### config.mk
export PLATFORM = sky130hd
export DESIGN_NAME = frame_dump_trigger
export DESIGN_NICKNAME = d
export VERILOG_FILES = /design/src/rtl/frame_dump_trigger.sv
export SDC_FILE = /design/constraint.sdc
export NUM_CORES = 1
export LEC_CHECK = 0
export BUFFER_PORTS_ARGS = -buffer_cell sky130_fd_sc_hd__clkbuf_2
export CORE_MARGIN = 2
export CORE_UTILIZATION = 51
export CTS_CLUSTER_SIZE = 30
export DETAILED_ROUTE_END_ITERATION = 8
export GPL_TIMING_DRIVEN = 0
export PLACE_DENSITY = 0.76
export SETUP_SLACK_MARGIN = 0.4
export SLEW_MARGIN = 20
export SYNTH_ARGS = -nofsm -noshare
export SYNTH_HDL_FRONTEND = slang
export SYNTH_SLANG_ARGS = --single-unit
### constraint.sdc
create_clock -name clk -period 2 [get_ports clk]
set_input_delay 0.4 -clock clk [delete_from_list [all_inputs] [get_ports clk]]
set_output_delay 0.4 -clock clk [all_outputs]
set_load 0.02 [all_outputs]
### src/rtl/frame_dump_trigger.sv
// frame_dump_trigger: counts video frames and opens a waveform-dump window.
// A window opens at frame START and lasts LEN frames. LEN = 0 keeps it open.
// Optional feature macro: DUMP_LOADROM_EN. When it is defined, the window is
// gated by the ROM downloader: counting restarts when a download ends, and a
// new download closes the window.
module frame_dump_trigger #(
  parameter logic [31:0] START = 32'd0,
  parameter logic [31:0] LEN   = 32'd0
) (
  input  logic        clk,
  input  logic        rst_n,
  input  logic        vga_vs,
  input  logic        downloading,
  output logic [31:0] frame_cnt,
  output logic        dump_en,
  output logic        dump_start,
  output logic        dump_stop
);

  localparam logic [1:0] S_WAIT_DL    = 2'd0;
  localparam logic [1:0] S_WAIT_START = 2'd1;
  localparam logic [1:0] S_ACTIVE     = 2'd2;
  localparam logic [1:0] S_DONE       = 2'd3;
`ifdef DUMP_LOADROM_EN
  localparam logic [1:0] S_RESET = S_WAIT_DL;
`else
  localparam logic [1:0] S_RESET = S_WAIT_START;
`endif

  logic [2:0]  vs_q;   // [0],[1] synchroniser, [2] delayed copy for edges
  logic        fev_q;
  logic        dlend_ev, dlstart_ev;
  logic [1:0]  state_q, state_d;
  logic [31:0] frame_cnt_q, frame_cnt_d;
  logic [31:0] wcnt_q, wcnt_d;
  logic        dump_en_q, dump_en_d;
  logic        dump_start_q, dump_start_d;
  logic        dump_stop_q, dump_stop_d;

  // VS synchroniser and registered falling-edge (frame boundary) event.
  // VS idles high, so reset to 1 to avoid a false frame after reset.
  always_ff @(posedge clk or negedge rst_n) begin
    if (!rst_n) begin
      vs_q  <= 3'b111;
      fev_q <= 1'b0;
    end else begin
      vs_q  <= {vs_q[1:0], vga_vs};
      fev_q <= ~vs_q[1] & vs_q[2];
    end
  end

`ifdef DUMP_LOADROM_EN
  logic [2:0] dl_q;
  logic       dlend_q, dlstart_q;

  // Downloader synchroniser with registered rise/fall events.
  always_ff @(posedge clk or negedge rst_n) begin
    if (!rst_n) begin
      dl_q      <= 3'b000;
      dlend_q   <= 1'b0;
      dlstart_q <= 1'b0;
    end else begin
      dl_q      <= {dl_q[1:0], downloading};
      dlend_q   <= ~dl_q[1] & dl_q[2];
      dlstart_q <= dl_q[1] & ~dl_q[2];
    end
  end

  assign dlend_ev   = dlend_q;
  assign dlstart_ev = dlstart_q;
`else
  // The downloader is ignored in this build.
  logic dl_unused;
  assign dl_unused  = downloading;
  assign dlend_ev   = 1'b0;
  assign dlstart_ev = 1'b0;
`endif

  // Next-state logic. A download start overrides everything (no count);
  // a download end in WAIT_DL overrides a coincident frame.
  always_comb begin
    state_d      = state_q;
    frame_cnt_d  = frame_cnt_q;
    wcnt_d       = wcnt_q;
    dump_en_d    = dump_en_q;
    dump_start_d = 1'b0;
    dump_stop_d  = 1'b0;
    if (dlstart_ev) begin
      state_d = S_WAIT_DL;
      if (state_q == S_ACTIVE) begin
        dump_stop_d = 1'b1;
        dump_en_d   = 1'b0;
      end
    end else if (state_q == S_WAIT_DL && dlend_ev) begin
      frame_cnt_d = 32'd0;
      state_d     = S_WAIT_START;
    end else if (fev_q) begin
      frame_cnt_d = frame_cnt_q + 32'd1;
      case (state_q)
        S_WAIT_START: begin
          if (frame_cnt_q == START) begin
            dump_start_d = 1'b1;
            dump_en_d    = 1'b1;
            wcnt_d       = 32'd0;
            state_d      = S_ACTIVE;
          end
        end
        S_ACTIVE: begin
          wcnt_d = wcnt_q + 32'd1;
          if (LEN != 32'd0 && wcnt_d == LEN) begin
            dump_stop_d = 1'b1;
            dump_en_d   = 1'b0;
            state_d     = S_DONE;
          end
        end
        default: ;
      endcase
    end
  end

  // State and output registers.
  always_ff @(posedge clk or negedge rst_n) begin
    if (!rst_n) begin
      state_q      <= S_RESET;
      frame_cnt_q  <= 32'd0;
      wcnt_q       <= 32'd0;
      dump_en_q    <= 1'b0;
      dump_start_q <= 1'b0;
      dump_stop_q  <= 1'b0;
    end else begin
      state_q      <= state_d;
      frame_cnt_q  <= frame_cnt_d;
      wcnt_q       <= wcnt_d;
      dump_en_q    <= dump_en_d;
      dump_start_q <= dump_start_d;
      dump_stop_q  <= dump_stop_d;
    end
  end

  assign frame_cnt  = frame_cnt_q;
  assign dump_en    = dump_en_q;
  assign dump_start = dump_start_q;
  assign dump_stop  = dump_stop_q;

endmodule

==> tab_implementation.tex <==
\begin{tabular}{lr}
\hline
Metric & Value \\
\hline
\multicolumn{2}{l}{\textbf{Run status}} \\
\quad Outcome & complete, no violations \\
\multicolumn{2}{l}{\textbf{Timing}} \\
\quad Slew at the pin with the worst max-slew slack & just over 0.9 ns \\
\quad Portion of the clock cycle consumed by the worst path in the final layout & a little under 90\% \\
\quad Max-slew violation count & 0 \\
\quad Final setup fails & 0 \\
\quad Worst slew margin & a little under two fifths \\
\quad Final hold vios & 0 \\
\quad Achievable frequency & roughly 0.57 GHz \\
\quad Minimum clock period & 1.76 ns \\
\quad RSZ-0062 raised after global routing & yes \\
\quad Sum Neg Setup Slack & 0 ns \\
\quad Setup Skew & about 0.0070 ns \\
\multicolumn{2}{l}{\textbf{Placed design}} \\
\quad Final weighted congestion in routability-driven placement & 0.822 \\
\quad HPWL Detailed & about 2500 um \\
\quad Number of input and output port buffers inserted & 36 \\
\quad Area post-placement & roughly 2000 um2 \\
\multicolumn{2}{l}{\textbf{CTS}} \\
\quad Number of buffers added by the clock tree synthesis step & 5 \\
\quad Clock tree buffer depth & 2 \\
\quad Hold\_buf cts & 0 \\
\quad Clock tree from TritonCTS & built \\
\quad Clock Sinks & 39 \\
\quad Clock Latency Late Sink & 0.34 ns \\
\quad H-Tree Depth & 2 \\
\quad Clk pin slew, worst setup/hold paths & between 0.1 and 0.15 ns \\
\quad Root cell of the clock tree & clkbuf\_4 \\
\multicolumn{2}{l}{\textbf{Layout}} \\
\quad Area taken by flip-flops and latches & between 900 and 1000 um2 \\
\quad Count of fill cells added during filler insertion & 266 \\
\quad Area of all placed cells without fillers & 2370 um2 \\
\quad Area of combinational cells with multiple inputs & 860 um2 \\
\quad Share of layout cells above drive strength 1 & between 50 and 60\% \\
\quad Area Growth Syn to Fin & 35.5\% \\
\quad Net count reported at finish & $\sim$220 \\
\quad Antenna Cells & 0 \\
\multicolumn{2}{l}{\textbf{Min path}} \\
\quad Tightest Hold Check Type & in -> reg \\
\multicolumn{2}{l}{\textbf{Setup path}} \\
\quad Critical path class & reg -> reg \\
\quad Critical-path cell with the highest stage delay & dfrtp\_2 \\
\quad Top cell family by delay on the critical path & simple AND/OR/NAND/NOR gates \\
\quad Crit path DAT & 2.06 ns \\
\quad Category of the worst setup path launch point & flop \\
\quad Critical Path, Cell by Cell & buf\_4, and4bb\_2, and4\_1, nand4\_1, nor4\_4, or2\_4 \\
\quad Highest net fanout along the worst path & 5 \\
\quad Crit end category & flop \\
\quad Critical path buffers and inverters & 1 \\
\quad Maximum cell stage delay along the critical path & 0.44 ns \\
\quad Required @ worst endpoint & between 2 and 2.5 ns \\
\multicolumn{2}{l}{\textbf{Drt}} \\
\quad Total wirelength of the detailed-routed design & approximately 3800 um \\
\quad Length of the first detailed-routing pass in iterations & 4 \\
\quad Average via count per standard cell & roughly 5.3 \\
\quad Final antenna-violating net count & 0 \\
\quad DRC violation count after routing & 0 \\
\quad Drt wl/cell & $\sim$14 um \\
\quad Total via count after detailed routing & between 1000 and 1500 \\
\quad Number of DRC markers in iteration 0 & between 80 and 90 \\
\multicolumn{2}{l}{\textbf{Pwr}} \\
\quad Part of the total power dissipated in the clock network & a little over a fifth \\
\quad Leakage component of the power & approximately 1.1 nW \\
\quad Share of power burned in registers & between 50\% and 60\% \\
\quad Pwr dens & 753 nW/um2 \\
\quad Sw Ratio & about a third \\
\quad Cell internal power dissipation & between 1 and 1.5 mW \\
\quad Switch Pwr & between 500 and 600 uW \\
\quad Peak supply drop & between 0.4 and 0.5 mV \\
\quad Combinational fraction of design power & between 20\% and 30\% \\
\quad Tot Pwr & between 1.5 and 2 mW \\
\multicolumn{2}{l}{\textbf{Global route}} \\
\quad Routing usage on met1 & 28.4\% \\
\quad Initial antenna violation count & 0 \\
\quad Global Route met3 Usage & 6.49\% \\
\quad Overflow left after global routing & 0 \\
\quad Global-route total usage across every layer & a little over a fifth \\
\quad Largest net degree at the start of global routing & 40 \\
\quad Number of global-route vias before repair & 1425 \\
\quad Global-route met2 utilization & between 30\% and 40\% \\
\quad Gr busiest metal & met2 \\
\quad Global-route wire length before repair & 6670 um \\
\multicolumn{2}{l}{\textbf{Yosys}} \\
\quad Register area share after synthesis & 56.0\% \\
\quad Avg Inst Size Synth & roughly 11 um2 \\
\quad Post-Synthesis Cell Area & $\sim$1800 um2 \\
\quad Synth warn & 0 \\
\quad Net count after synthesis & $\sim$160 \\
\quad Gate Count Post-Synth & $\sim$150 \\
\quad Total of flip-flops plus latches after synthesis & 39 \\
\quad Count of unique library cells instantiated by Yosys & 26 \\
\multicolumn{2}{l}{\textbf{Flow run}} \\
\quad Max-cap check violation count & 0 \\
\multicolumn{2}{l}{\textbf{Floorplanning}} \\
\quad Area of the core & around 3300 um2 \\
\quad Die boundary height & between 60 and 70 um \\
\quad Starting density of the core & between 50 and 60\% \\
\quad Total Die Area & between 3000 and 4000 um2 \\
\quad Placement Rows & 21 \\
\quad Chip Width & 62.6 um \\
\quad Number of primary I/O pins & 39 \\
\hline
\end{tabular}
==> final timing paths <==
path	from	endpoint	slack, ns	depth (start not counted)
max in group asynchronous	rst_n	frame_cnt[15]$_DFFE_PN0P_	1.18	1
min reg2reg	vs_q[0]$_DFF_PN1_	vs_q[1]$_DFF_PN1_	0.36	0
min	vga_vs	vs_q[0]$_DFF_PN1_	0.13	1
max reg2reg	frame_cnt[4]$_DFFE_PN0P_	state_q[1]$_DFFE_PN0P_	0.24	6
min in group asynchronous	rst_n	frame_cnt[31]$_DFFE_PN0P_	0.17	1
max	frame_cnt[4]$_DFFE_PN0P_	state_q[1]$_DFFE_PN0P_	0.24	6
==> stage by stage <==
stage,utilization (%),setup slack (ns),std cells,hold WS [ns]
6_report,71.7,0.235,263,0.132
5_1_grt,71.7,0.164,263,0.114
3_5_place_dp,61.3,0.117,235,0.349
3_3_place_gp,61.3,0.153,235,0.346
2_1_floorplan,-,0.209,153,0.104
4_1_cts,68.7,0.288,263,0.124
==> registers in the layout, summed over array words and instances (netlist names) <==
register,flops
state_q,2
vs_q,3
frame_cnt,32
fev_q,1
dump_start,1
==> per-layer routing <==
layer | vias to the layer above | wire (um)
met5 | - | 0
met4 | 0 | 44
met3 | 4 | 159
met2 | 35 | 1980
met1 | 697 | 1620
li1 | 653 | -
==> cells in the final DEF (no fill, tap or decap), drive strengths merged <==
master and count:
and3 3, and4 2, and4bb 1, buf 24
clkbuf 41, clkinv 1, conb 1, dfrtp 35
dfstp 4, ha 2, inv 7, nand2 12
nand3 10, nand4 11, nor2 13, nor2b 2
nor3 3, nor4 9, nor4b 1, o21ai 1
or2 1, or3b 1, or4 1, xnor2 18
xor2 13
==> Yosys cell counts <==
master    count  area, um2
dfrtp_1      35        876
xnor2_1      18        158
nor2_1       13       48.8
xor2_1       13        114
nand2_1      12       45.0
nand3_1      10       50.1
nand4_1       9       56.3
inv_1         7       26.3
nor4_1        7       43.8
dfstp_2       4        105
nor3_1        3       15.0
and3_1        2       12.5
and4_1        2       17.5
buf_4         2       15.0
ha_1          2       25.0
nand4_2       2       25.0
nor2b_1       2       12.5
nor4_4        2       42.5
and3_4        1       11.3
and4bb_2      1       12.5
conb_1        1       3.75
nor4b_1       1       8.76
o21ai_0       1       5.00
or2_2         1       6.26
or3b_1        1       8.76
or4_1         1       7.51
==> power by group through the flow <==
stage / Clock, mW / Sequential, mW / Combinational (mW)
floorplan: 0 / 1.01 / 0.106
CTS: 0.388 / 0.929 / 0.426
global placement: 0 / 0.967 / 0.255
global route: 0.424 / 0.947 / 0.514
finish: 0.374 / 0.937 / 0.475
detailed placement: 0 / 0.972 / 0.261
==> area by class of cell <==
type | instances | area share, %
Sequential cell | 39 | 42.1
Multi-Input combinational cell | 105 | 36.2
Timing Repair Buffer | 56 | 15.2
Tap cell | 46 | 2.42
Clock buffer | 7 | 1.90
Inverter | 7 | 1.11
Buffer | 2 | 0.791
Clock inverter | 1 | 0.211
==> timing repair <==
item                                    4_1_cts  5_1_grt
pin swaps                                    13        9
resized for setup                            14       24
endpoints found under the setup margin       16       22
setup buffers                                20        0
==> worst register-to-register path, cell delays in order, from the launching register on <==
cell and delay, ns:
dfrtp_2 0.44, buf_4 0.17, and4bb_2 0.27, and4_1 0.20, nand4_1 0.18, nor4_4 0.28, or2_4 0.18
==> cell families after synthesis <==
kind of cell               share of synthesized area (%)
and+or+nand+nor                                     24.2
DFF                                                 56.0
xor gates and xnor gates                            15.5
buffers and inverters                               2.36
adders and majority gates                           1.43
AOI/OAI and AO/OA                                  0.285
other                                              0.214
Note: power is estimated with default switching activity, not from simulation.
